`src/rtl/wb_bypass_source_pkg.sv`:
```
// -----------------------------------------------------------------------------
// wb_bypass_source_pkg
//
// Shared encodings for the writeback stage:
//   - wb_sel values choosing the writeback source (ALU / load / PC+4)
//   - funct3 load size/sign encodings
//   - writeback load FSM state type
//   - helper to size the load-wait counter (never narrower than 4 bits)
// -----------------------------------------------------------------------------
package wb_bypass_source_pkg;

  // Writeback source select
  localparam logic [1:0] WB_SEL_ALU = 2'd0;
  localparam logic [1:0] WB_SEL_MEM = 2'd1;
  localparam logic [1:0] WB_SEL_PC4 = 2'd2;

  // Load funct3 encodings
  localparam logic [2:0] F3_LB  = 3'd0;
  localparam logic [2:0] F3_LH  = 3'd1;
  localparam logic [2:0] F3_LW  = 3'd2;
  localparam logic [2:0] F3_LBU = 3'd4;
  localparam logic [2:0] F3_LHU = 3'd5;

  // Load-wait FSM: RUN retires normally, WAIT holds WB for a late load
  typedef enum logic {
    RUN  = 1'b0,
    WAIT = 1'b1
  } wb_state_t;

  // Width of the wait counter: enough to hold the timeout, minimum 4 bits
  function automatic int cnt_width(input int timeout);
    int w;
    w = $clog2(timeout + 1);
    return (w < 4) ? 4 : w;
  endfunction

endpackage

```
`src/rtl/wb_bypass_source_load_extend.sv`:
```
// -----------------------------------------------------------------------------
// wb_bypass_source_load_extend
//
// Purely combinational load aligner/extender. Picks the addressed byte or
// halfword out of a word-aligned memory return and sign- or zero-extends it.
//
// Ports:
//   funct3   in   3     load size/sign (LB/LH/LW/LBU/LHU)
//   addr_lo  in   2     low address bits selecting the lane
//   rdata    in   XLEN  word-aligned data from memory
//   ext_data out  XLEN  aligned, extended load result
//
// Misaligned halfword/word accesses are not detected; the lane is simply
// taken from addr_lo[1] (halfword) or ignored (word).
// -----------------------------------------------------------------------------
module wb_bypass_source_load_extend
  import wb_bypass_source_pkg::*;
#(
  parameter int XLEN = 32
) (
  input  logic [2:0]      funct3,
  input  logic [1:0]      addr_lo,
  input  logic [XLEN-1:0] rdata,
  output logic [XLEN-1:0] ext_data
);

  logic [7:0]  byte_sel;
  logic [15:0] half_sel;

  // Lane selection and extension; anything that is not a narrow load passes
  // the word through unchanged (covers LW).
  always_comb begin
    byte_sel = rdata[{addr_lo, 3'b000} +: 8];
    half_sel = rdata[{addr_lo[1], 4'b0000} +: 16];
    case (funct3)
      F3_LB:   ext_data = {{(XLEN-8){byte_sel[7]}}, byte_sel};
      F3_LH:   ext_data = {{(XLEN-16){half_sel[15]}}, half_sel};
      F3_LBU:  ext_data = {{(XLEN-8){1'b0}}, byte_sel};
      F3_LHU:  ext_data = {{(XLEN-16){1'b0}}, half_sel};
      default: ext_data = rdata;
    endcase
  end

endmodule

```
`src/rtl/wb_bypass_source.sv`:
```
// -----------------------------------------------------------------------------
// wb_bypass_source
//
// Writeback stage of the core. Holds the EX->WB pipeline register, chooses
// the writeback value (ALU / aligned load / PC+4), and publishes it on the
// bypass bus (wb_addr / wb_data / is_wb) used by EX forwarding and the
// register file. Loads whose data is late park the stage in a WAIT state and
// freeze everything upstream (wb_stall); if data never arrives within
// MEM_TIMEOUT wait cycles the load is dropped with a one-cycle load_fault.
// Also raises the load-use bubble request (lu_stall) toward IF/ID/EX.
//
// Ports:
//   clk, rst_n                 clock, asynchronous active-low reset
//   ex_valid/ex_rd/ex_reg_we   instruction leaving EX and its destination
//   ex_wb_sel                  writeback source select
//   ex_alu_result              ALU result, also the load address
//   ex_pc, ex_funct3           PC and load size/sign of the EX instruction
//   flush                      squash the instruction entering WB
//   id_rs1/id_rs2/id_use_*     ID-stage sources for load-use detection
//   dmem_rdata, dmem_rvalid    data-memory load return
//   wb_addr, wb_data, is_wb    bypass / register-file write port
//   wb_stall                   freeze all upstream stages
//   lu_stall                   load-use bubble request
//   load_fault                 one-cycle pulse on load timeout
//   is_wb_load                 (only without WB_LOAD_BYPASS_EN) marks that the
//                              current write is a load result, not bypassable
//
// Build option WB_LOAD_BYPASS_EN: when defined, retiring loads are bypassable
// in their retire cycle (one-cycle load-use penalty) and is_wb_load does not
// exist. When undefined, consumers must use is_wb && !is_wb_load for bypass,
// and lu_stall also covers a load sitting in WB (two-cycle penalty).
// -----------------------------------------------------------------------------
module wb_bypass_source
  import wb_bypass_source_pkg::*;
#(
  parameter int XLEN        = 32,
  parameter int RA_W        = 5,
  parameter int MEM_TIMEOUT = 15
) (
  input  logic            clk,
  input  logic            rst_n,
  input  logic            ex_valid,
  input  logic [RA_W-1:0] ex_rd,
  input  logic            ex_reg_we,
  input  logic [1:0]      ex_wb_sel,
  input  logic [XLEN-1:0] ex_alu_result,
  input  logic [XLEN-1:0] ex_pc,
  input  logic [2:0]      ex_funct3,
  input  logic            flush,
  input  logic [RA_W-1:0] id_rs1,
  input  logic [RA_W-1:0] id_rs2,
  input  logic            id_use_rs1,
  input  logic            id_use_rs2,
  input  logic [XLEN-1:0] dmem_rdata,
  input  logic            dmem_rvalid,
  output logic [RA_W-1:0] wb_addr,
  output logic [XLEN-1:0] wb_data,
  output logic            is_wb,
  output logic            wb_stall,
  output logic            lu_stall,
  output logic            load_fault
`ifndef WB_LOAD_BYPASS_EN
  ,
  output logic            is_wb_load
`endif
);

  localparam int              CNT_W   = cnt_width(MEM_TIMEOUT);
  localparam logic [CNT_W-1:0] CNT_MAX = CNT_W'(MEM_TIMEOUT);

  // EX->WB pipeline register
  logic            wb_valid_q, wb_valid_d;
  logic [RA_W-1:0] wb_rd_q, wb_rd_d;
  logic            wb_reg_we_q, wb_reg_we_d;
  logic [1:0]      wb_sel_q, wb_sel_d;
  logic [XLEN-1:0] wb_alu_q, wb_alu_d;
  logic [XLEN-1:0] wb_pc_q, wb_pc_d;
  logic [2:0]      wb_funct3_q, wb_funct3_d;

  // Load-wait FSM
  wb_state_t       state_q, state_d;
  logic [CNT_W-1:0] cnt_q, cnt_d;

  logic            wb_we;
  logic            wb_is_load;
  logic            load_retire;
  logic            ex_hit;
  logic [XLEN-1:0] load_data;

  wb_bypass_source_load_extend #(
    .XLEN (XLEN)
  ) u_load_extend (
    .funct3   (wb_funct3_q),
    .addr_lo  (wb_alu_q[1:0]),
    .rdata    (dmem_rdata),
    .ext_data (load_data)
  );

  // Qualifiers of the instruction currently in WB; writes to x0 are dropped
  always_comb begin
    wb_we      = wb_valid_q && wb_reg_we_q && (wb_rd_q != '0);
    wb_is_load = wb_valid_q && (wb_sel_q == WB_SEL_MEM);
  end

  // Load-wait FSM next state and stall/fault decode. A load with data in hand
  // retires in the same cycle; otherwise the stage freezes and counts wait
  // cycles. Data arriving on the timeout cycle still wins over the fault.
  always_comb begin
    state_d     = state_q;
    cnt_d       = cnt_q;
    wb_stall    = 1'b0;
    load_fault  = 1'b0;
    load_retire = 1'b0;
    case (state_q)
      RUN: begin
        if (wb_is_load) begin
          if (dmem_rvalid) begin
            load_retire = 1'b1;
          end else begin
            wb_stall = 1'b1;
            state_d  = WAIT;
            cnt_d    = CNT_W'(1);
          end
        end
      end
      WAIT: begin
        if (dmem_rvalid) begin
          load_retire = 1'b1;
          state_d     = RUN;
          cnt_d       = '0;
        end else if (cnt_q == CNT_MAX) begin
          load_fault = 1'b1;
          state_d    = RUN;
          cnt_d      = '0;
        end else begin
          wb_stall = 1'b1;
          cnt_d    = cnt_q + CNT_W'(1);
        end
      end
      default: begin
        state_d = RUN;
        cnt_d   = '0;
      end
    endcase
  end

  // Pipeline register next value: hold while frozen (this is also why a
  // flush during WAIT cannot touch the committed load), otherwise capture EX
  // with flush squashing the incoming instruction.
  always_comb begin
    wb_valid_d  = wb_valid_q;
    wb_rd_d     = wb_rd_q;
    wb_reg_we_d = wb_reg_we_q;
    wb_sel_d    = wb_sel_q;
    wb_alu_d    = wb_alu_q;
    wb_pc_d     = wb_pc_q;
    wb_funct3_d = wb_funct3_q;
    if (!wb_stall) begin
      wb_valid_d  = ex_valid && !flush;
      wb_rd_d     = ex_rd;
      wb_reg_we_d = ex_reg_we;
      wb_sel_d    = ex_wb_sel;
      wb_alu_d    = ex_alu_result;
      wb_pc_d     = ex_pc;
      wb_funct3_d = ex_funct3;
    end
  end

  // Pipeline register flops; reset empties the stage so an in-flight load is
  // abandoned without writing.
  always_ff @(posedge clk or negedge rst_n) begin
    if (!rst_n) begin
      wb_valid_q  <= 1'b0;
      wb_rd_q     <= '0;
      wb_reg_we_q <= 1'b0;
      wb_sel_q    <= WB_SEL_ALU;
      wb_alu_q    <= '0;
      wb_pc_q     <= '0;
      wb_funct3_q <= '0;
    end else begin
      wb_valid_q  <= wb_valid_d;
      wb_rd_q     <= wb_rd_d;
      wb_reg_we_q <= wb_reg_we_d;
      wb_sel_q    <= wb_sel_d;
      wb_alu_q    <= wb_alu_d;
      wb_pc_q     <= wb_pc_d;
      wb_funct3_q <= wb_funct3_d;
    end
  end

  // FSM state and wait counter
  always_ff @(posedge clk or negedge rst_n) begin
    if (!rst_n) begin
      state_q <= RUN;
      cnt_q   <= '0;
    end else begin
      state_q <= state_d;
      cnt_q   <= cnt_d;
    end
  end

  // Writeback bus. Loads only write in their retire cycle; a timed-out load
  // retires silently. PC+4 wraps naturally at XLEN bits.
  always_comb begin
    wb_addr = wb_rd_q;
    is_wb   = wb_is_load ? (load_retire && wb_we) : wb_we;
    case (wb_sel_q)
      WB_SEL_MEM: wb_data = load_data;
      WB_SEL_PC4: wb_data = wb_pc_q + XLEN'(4);
      default:    wb_data = wb_alu_q;
    endcase
`ifndef WB_LOAD_BYPASS_EN
    is_wb_load = is_wb && wb_is_load;
`endif
  end

  // Load-use detection. A freeze already stops upstream, so the bubble
  // request is suppressed while wb_stall is high. Without load bypass, a load
  // still sitting in WB also blocks a dependent ID instruction.
  always_comb begin
    ex_hit = ex_valid && (ex_wb_sel == WB_SEL_MEM) && ex_reg_we &&
             (ex_rd != '0) &&
             ((id_use_rs1 && (id_rs1 == ex_rd)) ||
              (id_use_rs2 && (id_rs2 == ex_rd)));
`ifdef WB_LOAD_BYPASS_EN
    lu_stall = ex_hit && !wb_stall;
`else
    lu_stall = (ex_hit ||
                (wb_is_load && wb_we &&
                 ((id_use_rs1 && (id_rs1 == wb_rd_q)) ||
                  (id_use_rs2 && (id_rs2 == wb_rd_q))))) && !wb_stall;
`endif
  end

endmodule

```
`config.mk`:
```
export PLATFORM = sky130hd
export DESIGN_NAME = wb_bypass_source
export DESIGN_NICKNAME = d
export VERILOG_FILES = /design/src/rtl/wb_bypass_source_pkg.sv /design/src/rtl/wb_bypass_source_load_extend.sv /design/src/rtl/wb_bypass_source.sv
export SDC_FILE = /design/constraint.sdc
export NUM_CORES = 1
export LEC_CHECK = 0
export ABC_AREA = 1
export CELL_PAD_IN_SITES_DETAIL_PLACEMENT = 0
export CELL_PAD_IN_SITES_GLOBAL_PLACEMENT = 1
export CORE_MARGIN = 2
export CORE_UTILIZATION = 44
export DETAILED_ROUTE_END_ITERATION = 10
export DONT_BUFFER_PORTS = 1
export PLACE_DENSITY_LB_ADDON = 0.1
export RECOVER_POWER = 25
export SYNTH_ARGS = -nofsm -noshare
export SYNTH_HDL_FRONTEND = slang
export SYNTH_SLANG_ARGS = --single-unit
```
`constraint.sdc`:
```
create_clock -name clk -period 2.4 [get_ports clk]
set_input_delay 0.6 -clock clk [delete_from_list [all_inputs] [get_ports clk]]
set_output_delay 0.6 -clock clk [all_outputs]
set_load 0.02 [all_outputs]
```
[Yosys cells after proc, flatten, opt, wreduce, memory -nomap -nowiden]
Cells that the tools add are included.
Word-level totals
  input port bits: 124
  bits in registers: 81
  output and inout bits: 42
  logic and storage cells: 72
Cells by class
  $add $sub $neg: 2
  muxes and demuxes: 19
  equal/unequal tests: 13
  reductions and logical operators: 26
  shift operators: 2
  bitwise logic cells: 1
Operator list (number)
  $pmux 32 s4: 1
  $pmux 32 s2: 1
  $add 32x3->32 const B: 1
  $shiftx 32x6->16: 1
  $shiftx 32x6->8: 1
  $eq 5x5->1: 4
  $logic_and 1x1->1: 17
  $mux 4: 4
  $mux 1: 10
  $reduce_bool 5->1: 2
  $pmux 4 s2: 1
  $eq 3x3->1 const B: 2
  $add 4x1->4 const B: 1
  $eq 2x1->1 const B: 2
  $eq 4x4->1 const B: 1
  $ne 2x2->1 const B: 2
  $pmux 1 s2: 2
  $eq 3x1->1 const B: 1
  $logic_not 3->1: 1
  $logic_or 1x1->1: 3
  $eq 2x2->1 const B: 1
  $logic_not 1->1: 2
  $reduce_and 2->1: 1
  $not 1->1: 1

[Longest topological paths before layout]
Gate-level depths: netlist of the first run.
  depth after elaboration: 7
  gate-level depth with buffers: 12
  depth with buffers taken out: 11

[Cells and area by module]
Synthesis of the first run repeated with hierarchy kept, for this count alone.
Second synthesis, totals
  cells, all modules: 950
  area total of the unflattened synthesis: 5885.6 um2
Modules (own cells, without submodules)
  wb_bypass_source: sequential area each 2026.9 um2, instances 1, cells each 748, area an instance 4953.5 um2
  wb_bypass_source_load_extend: sequential area each 0.0 um2, instances 1, cells each 202, area an instance 932.1 um2

[Least setup slack after synthesis of the first run]
Ideal clock, no wire load.
  path kind: register to output
  start point: reg wb_pc_q[2]
  end point: out wb_data[12]
  path buffers: 0
  required time: 1800 ps
  arrival: 1591 ps
  setup slack: 209 ps
  stages on the path, launching flop included: 10
  cell sequence: dfrtp_1 ha_1 nand2_1 nor2_2 nand2_1 inv_1 nor2_1 nor2_1 nor2_1 a21oi_1
On the way
  cells in the longest elaborated chain, start to end: 2
RTL lines
  start, declared: RTL line wb_bypass_source.sv:77  | logic [XLEN-1:0] wb_pc_q, wb_pc_d;
  start signal, assigned: RTL line wb_bypass_source.sv:186  | wb_pc_q <= wb_pc_d;
  $add 32x3->32: RTL line wb_bypass_source.sv:209  | WB_SEL_PC4: wb_data = wb_pc_q + XLEN'(4);
  $pmux 32 s2: RTL line wb_bypass_source.sv:207  | case (wb_sel_q)
  end, declared: RTL line wb_bypass_source.sv:57  | output logic [XLEN-1:0] wb_data,
No other way between the ends.

[Final worst setup path of the first run]
  start point: reg wb_pc_q[3]
  end point: out wb_data[12]
Same word-level chain as after synthesis.

==> summary.md, run 1 <==
| Metric | Value |
|---|---|
| Status | `finished, violations left` |
| Violations in the final reports | `hold timing, setup timing` |
| Internal reg-to-reg setup slack | `260 ps` |
| WL/cell | `18.4 um` |
| Final setup viols | `22` |
| Most common cell on crit path | `nor2_1` |
| Critical Path RT | `1800 ps` |
| Core area | `12,700 um2` |
| Worst EP arrival | `1920 ps` |
| Fillcell total | `1,278` |
| Post-Synth Adder-Cell Area | `0.874%` |
| Mux cell area share after synthesis | `0%` |
| Maximum level of the CTS H-tree | `3` |
| R2R depth | `11` |
| Clock slew at reported path FFs | `70 ps` |
| Mapped Nets | `1,050` |
| Cell breakdown of the critical path | `ha_4 > nand2_4 > nor2_4 > nand2_2 > inv_4 > nor2_1 > nor2_1 > nor2_2 > a21oi_2 > buf_4` |
| Post-synthesis simple-gate area fraction | `44.0%` |
| Post-Synthesis Cells | `922` |
| Hold Crit Class | `in2async` |
| GRT overflow | `0` |
| Power per cell area | `594 nW/um2` |
| Finished Cell Area | `7410 um2` |
| Most common cell after layout, fill and taps aside | `nand2_1` |
| Asr flop ratio synth | `100%` |
| Fmax achieved | `397 MHz` |
| Xor and xnor area share after synthesis | `0.306%` |
| Sequential area share after synthesis | `35.4%` |
| Net Sw Power | `0.00166 W` |
| Critical R2R Capture | `wb_alu_q[1]` |
| Die area | `13,900 um2` |
| Compound-gate portion of the synthesized area | `10.6%` |
| Clock Latency Late Sink | `350 ps` |
| Tcrit/Tclk final | `105%` |
| Sequential power share | `37.7%` |
| CTS max path bufs | `2` |
| Largest family of logic cells by synthesized area | `simple AND/OR/NAND/NOR gates` |
| Die height | `118 um` |
| Initial Util | `45.2%` |
| Clock Skew | `6.40 ps` |
| Combinational power share | `32.2%` |
| Initial antenna violation count | `0` |
| Vias in the first global route | `6,114` |
| Slowest stage cell, crit path | `dfrtp_2` |
| Root Buffer | `clkbuf_16` |
| Placer congestion estimate | `0.945` |
| Final wirelength | `21,300 um` |
| Leak pwr | `3.54 nW` |
| Final hold vios | `81` |
| ANT nets after route | `0` |
| Die Wd | `118 um` |
| I/O pin cnt | `166` |
| Syn_area_per_cell | `6.21 um2` |
| Clock share of power | `30.1%` |
| Sw Share | `37.7%` |
| Post-DP HPWL | `15,400 um` |
| DR vias/cell | `5.47` |
| Total number of vias | `6,324` |
| Post-DP Area | `6030 um2` |
| Largest net degree at the start of global routing | `82` |
| Mapped Area | `5730 um2` |
| Aggregate global-route resource usage | `30.2%` |
| Worst slew pin tran | `546 ps` |
| WHS | `-64.2 ps` |
| DRC Markers | `0` |
| Final Net Count | `1,107` |
| Critical path class | `reg2out` |
| Slew Viols, Final | `0` |
| Worst setup margin | `-119 ps` |
| Clock sink count | `81` |
| Startpoint types | `register` |
| Internal power | `0.00274 W` |
| Row cnt | `41` |
| Most frequent cells in the layout | `345 x nand2_1, 74 x buf_4, 66 x nor2_1` |
| Number of synthesized flops with an enable pin | `0` |
| Yosys reg bits | `81` |
| Top FF cell, synth | `dfrtp_1` |
| First-pass GRT wire length | `32,800 um` |
| Port Buf Inserts | `0` |
| Share of layout cells above drive strength 1 | `31.4%` |
| Crit path capture type | `output pin` |
| Normalized max-slew margin | `63.6%` |
| Post-layout min period | `2520 ps` |
| Crit-path max FO | `5` |
| Synth unique cells | `34` |
| CTS tree | `built` |
| Critical Path Max Stage Delay | `420 ps` |
| FF-to-FF Start | `wb_sel_q[1]` |
| YS warnings | `0` |
| TritonCTS buffer count | `9` |
| 1st-pass router iterations | `6` |
| First DRT Iteration DRCs | `658` |
| RSZ-0062 raised after global routing | `true` |
| Max-Cap Viols | `0` |
| P&R area growth vs syn | `29.4%` |
| Ant diodes | `0` |
| Worst IR Drop VDD | `0.000474 V` |
==> synthesized netlist by cell type, types with 3 or more instances <==
master    count  share of area, %
ha_1          4              0.87
nor3_1       13               1.1
o21bai_1      5              0.66
inv_1        71               4.7
clkbuf_1     14              0.92
o211ai_1      5              0.66
dfrtp_1      81                35
buf_6         6               1.2
nor2_1      103               6.7
o22ai_1       4              0.44
o21ai_0      52               4.5
nand2_1     405                27
buf_4         4              0.52
nand3b_1      3              0.39
buf_2        12               1.0
o221ai_1      3              0.46
nand3_1      67               5.9
or2_2        14               1.5
nor2_2        3              0.33
a31oi_1       3              0.33
nand4_1       4              0.44
o21ai_2       5              0.76
a21oi_1      27               2.4
==> power groups by stage <==
stage / registers [W] / clock network, W / logic, W
floorplan: 0.00161 / 0 / 0.000791
global placement: 0.00166 / 0 / 0.00108
detailed placement: 0.00166 / 0 / 0.00109
CTS: 0.00165 / 0.00135 / 0.00130
global route: 0.00167 / 0.00143 / 0.00154
finish: 0.00166 / 0.00132 / 0.00142
==> critical path: cells and delay by family, from the launching register on <==
| family | cells | cell delay [ps] |
|---|---|---|
| AND/OR/NAND/NOR | 6 | 630 |
| adder cells (fa/ha/maj) | 1 | 160 |
| buffers and inverters | 2 | 230 |
| AO/OA/AOI/OAI | 1 | 120 |
| flip-flops | 1 | 420 |
==> timing repair <==
item	in CTS	in global routing
endpoints found under the setup margin	34	34
pin swaps	48	46
hold endpoints to repair	81	81
gates resized for setup	144	97
gates cloned	2	0
setup buffers	26	15
==> through the flow <==
stage | worst slack [ps] | instances | total power (W) | setup TNS [ps] | util (%)
6_report | -119 | 1156 | 0.00440 | -1120 | 58.5
5_1_grt | -177 | 1156 | 0.00465 | -3260 | 58.5
4_1_cts | -78.4 | 1141 | 0.00430 | -622 | 55.2
3_5_place_dp | 93.4 | 1097 | 0.00275 | 0 | 47.6
3_3_place_gp | 66.7 | 1097 | 0.00274 | 0 | 47.6
2_1_floorplan | 209 | 922 | 0.00241 | 0 | -
==> flip-flops by register name, summed over array words and instances (netlist names) <==
name         cells
wb_alu_q        32
wb_addr          5
wb_pc_q         32
wb_sel_q         2
wb_reg_we_q      1
wb_funct3_q      3
wb_valid_q       1
state_q          1
cnt_q            4
==> area by class of cell <==
type / count / area, um2 / share of cell area, %
flip-flops and latches: 81 / 2060 / 27.7
clock inverters: 7 / 52.6 / 0.709
clock buffers: 9 / 225 / 3.04
repair buffers: 82 / 684 / 9.23
well taps: 172 / 215 / 2.90
inverters: 74 / 298 / 4.02
multi-input cells: 731 / 3880 / 52.4
==> worst max-delay path by stage <==
stage	from	end	slack, ps
after global placement	wb_pc_q[8]	wb_data[27]	70
after global routing	wb_alu_q[1]	wb_data[28]	-180
after detailed placement	wb_pc_q[3]	wb_data[30]	90
after CTS	wb_pc_q[3]	wb_data[25]	-80
final	wb_pc_q[3]	wb_data[12]	-120
after floorplan	wb_pc_q[2]	wb_data[12]	210
==> kinds of logic (layout without fill, tap and decap cells) <==
kind of cell | Yosys count | after routing
and+or+nand+nor | 617 | 618
buffers and inverters | 111 | 172
AOI/OAI and AO/OA | 107 | 107
DFF | 81 | 81
adders and majority gates | 4 | 4
xor gates and xnor gates | 2 | 2
==> layer usage <==
| layer | vias to the layer above | part of all wire (%) | GRT usage, % |
|---|---|---|---|
| met5 | - | 0 | 0 |
| met2 | 266 | 46 | 47.3 |
| met1 | 2986 | 43 | 39.8 |
| met4 | 0 | 2.9 | 10.3 |
| li1 | 3027 | - | - |
| met3 | 45 | 8.0 | 9.01 |
No activity file was read; power rests on OpenSTA's default activity.
==> inputs of run 2 (changes only) <==
- CORE_UTILIZATION: 44 -> 40
- SLEW_MARGIN: unset -> 20
- clock period: 2.4 -> 2.1 ns (I/O delays scaled with it)
==> summary.md, run 2 (synthesized netlist as in run 1, its figures left out) <==
| Metric | Value |
|---|---|
| Final setup viols | `36` |
| Normalized max-slew margin | `77.8%` |
| RSZ-0062 raised after global routing | `true` |
| Fmax achieved | `403 MHz` |
| First DRT Iteration DRCs | `562` |
| Clock slew at reported path FFs | `70 ps` |
| CTS tree | `built` |
| Die Wd | `124 um` |
| Initial Util | `41.1%` |
| I/O pin cnt | `166` |
| Share of layout cells above drive strength 1 | `41.7%` |
| WL/cell | `19.3 um` |
| Final hold vios | `81` |
| Clock Latency Late Sink | `350 ps` |
| Power per cell area | `632 nW/um2` |
| Root Buffer | `clkbuf_16` |
| Initial antenna violation count | `0` |
| Vias in the first global route | `6,612` |
| TritonCTS buffer count | `9` |
| Crit path capture type | `output pin` |
| Violations in the final reports | `hold timing, setup timing` |
| Startpoint types | `register` |
| Critical path class | `reg2out` |
| Final core occ | `63.1%` |
| Status | `finished, violations left` |
| Most common cell on crit path | `nand2_2` |
| Slowest stage cell, crit path | `dfrtp_2` |
| CTS max path bufs | `2` |
| Aggregate global-route resource usage | `30.6%` |
| Largest net degree at the start of global routing | `82` |
| Fillcell total | `1,233` |
| Final Net Count | `1,178` |
| 1st-pass router iterations | `5` |
| Post-DP Area | `6520 um2` |
| Clock sink count | `81` |
| DRC Markers | `0` |
| Post-layout min period | `2480 ps` |
| GRT overflow | `0` |
| Maximum level of the CTS H-tree | `3` |
| DR vias/cell | `5.45` |
| Worst EP arrival | `1960 ps` |
| Leak pwr | `4.13 nW` |
| Finished Cell Area | `8790 um2` |
| Critical Path Max Stage Delay | `430 ps` |
| Worst slew pin tran | `332 ps` |
| Max-Cap Viols | `0` |
| Die area | `15,300 um2` |
| Worst IR Drop VDD | `0.000558 V` |
| Clock Skew | `7.04 ps` |
| Die height | `124 um` |
| Cell breakdown of the critical path | `ha_4 > nand2_4 > buf_6 > nor2_4 > nand2_2 > inv_4 > nand2_2 > nand2_1 > nand3_1 > nand2_1 > nand2_2 > nand2_4` |
| Most common cell after layout, fill and taps aside | `nand2_1` |
| P&R area growth vs syn | `53.5%` |
| Tcrit/Tclk final | `118%` |
| Core area | `13,900 um2` |
| Ant diodes | `0` |
| WHS | `-134 ps` |
| Port Buf Inserts | `0` |
| ANT nets after route | `0` |
| Crit-path max FO | `5` |
| Hold Crit Class | `in2async` |
| First-pass GRT wire length | `35,000 um` |
| WP buf/inv | `2` |
| Critical Path RT | `1570 ps` |
| Post-DP HPWL | `16,900 um` |
| Placer congestion estimate | `0.933` |
| Most frequent cells in the layout | `307 x nand2_1, 99 x buf_4, 69 x nand2_2` |
| Row cnt | `43` |
| Worst setup margin | `-384 ps` |
| Final wirelength | `23,900 um` |
| Slew Viols, Final | `0` |
| Total number of vias | `6,735` |
| CP delay by family, top | `simple AND/OR/NAND/NOR gates` |
==> run 2: final cells by class <==
cell class,instances,area [um2],share of cell area (%)
clock buffers,9,225,2.56
clock inverters,7,78.8,0.897
multi-input cells,731,4370,49.7
flip-flops and latches,81,2040,23.2
well taps,180,225,2.56
repair inverters,1,16.3,0.185
repair buffers,152,1520,17.3
inverters,74,310,3.53
==> run 2: per-layer routing <==
metal / GRT usage, % / up-vias / wire (um)
li1: - / 3188 / -
met1: 40.5 / 3170 / 9930
met2: 48.3 / 307 / 11100
met3: 6.32 / 70 / 1730
met4: 13.6 / 0 / 1100
met5: 0 / - / 0
==> run 2: worst register-to-register path, stage by stage, from the launching register on <==
cell and delay (ps):
dfrtp_1 400, buf_6 120, ha_4 130, buf_8 150, inv_12 60, nor3_4 230, nand2_2 100, nand2_4 100
buf_6 150, inv_12 80, buf_16 180, nand2_1 140, o21ai_2 60
==> run 2: path summary, 6_finish.rpt <==
kind / cells after the start / to / from / slack, ps
setup / recovery: 12 / wb_data[28] / wb_pc_q[3] / -380
hold reg to reg: 2 / wb_alu_q[11] / wb_alu_q[11] / 480
hold / removal: 0 / wb_pc_q[28] / rst_n / -130
max in group asynchronous: 0 / wb_funct3_q[0] / rst_n / 2090
min in group clk: 2 / wb_alu_q[23] / ex_alu_result[23] / 280
setup reg to reg: 12 / wb_pc_q[28] / wb_sel_q[0] / 100
==> run 2: per-stage QoR <==
| stage | std cells | worst slack (ps) | power, W | hold slack, ps | setup TNS, ps |
|---|---|---|---|---|---|
| final | 1235 | -384 | 0.00556 | -134 | -9460 |
| after global routing | 1235 | -476 | 0.00582 | -151 | -11990 |
| after CTS | 1214 | -370 | 0.00532 | -146 | -9120 |
| after detailed placement | 1159 | -194 | 0.00330 | 232 | -1580 |
| after global placement | 1159 | -188 | 0.00328 | 231 | -1270 |
| after floorplan | 922 | 16.2 | 0.00277 | 229 | 0 |
==> run 2: timing repair <==
item | in CTS | in global routing
cloned | 5 | 1
resized for setup | 251 | 142
setup endpoints to repair | 40 | 75
setup buffers | 37 | 23
pin swaps | 73 | 90
endpoints found under the hold margin | 81 | 81
==> run 2: where the power goes <==
part | internal, W | total, W | switching (W)
clock | 0.000847 | 0.00160 | 0.000750
sequential | 0.00171 | 0.00187 | 0.000154
combinational | 0.000835 | 0.00209 | 0.00126
total | 0.00340 | 0.00556 | 0.00216
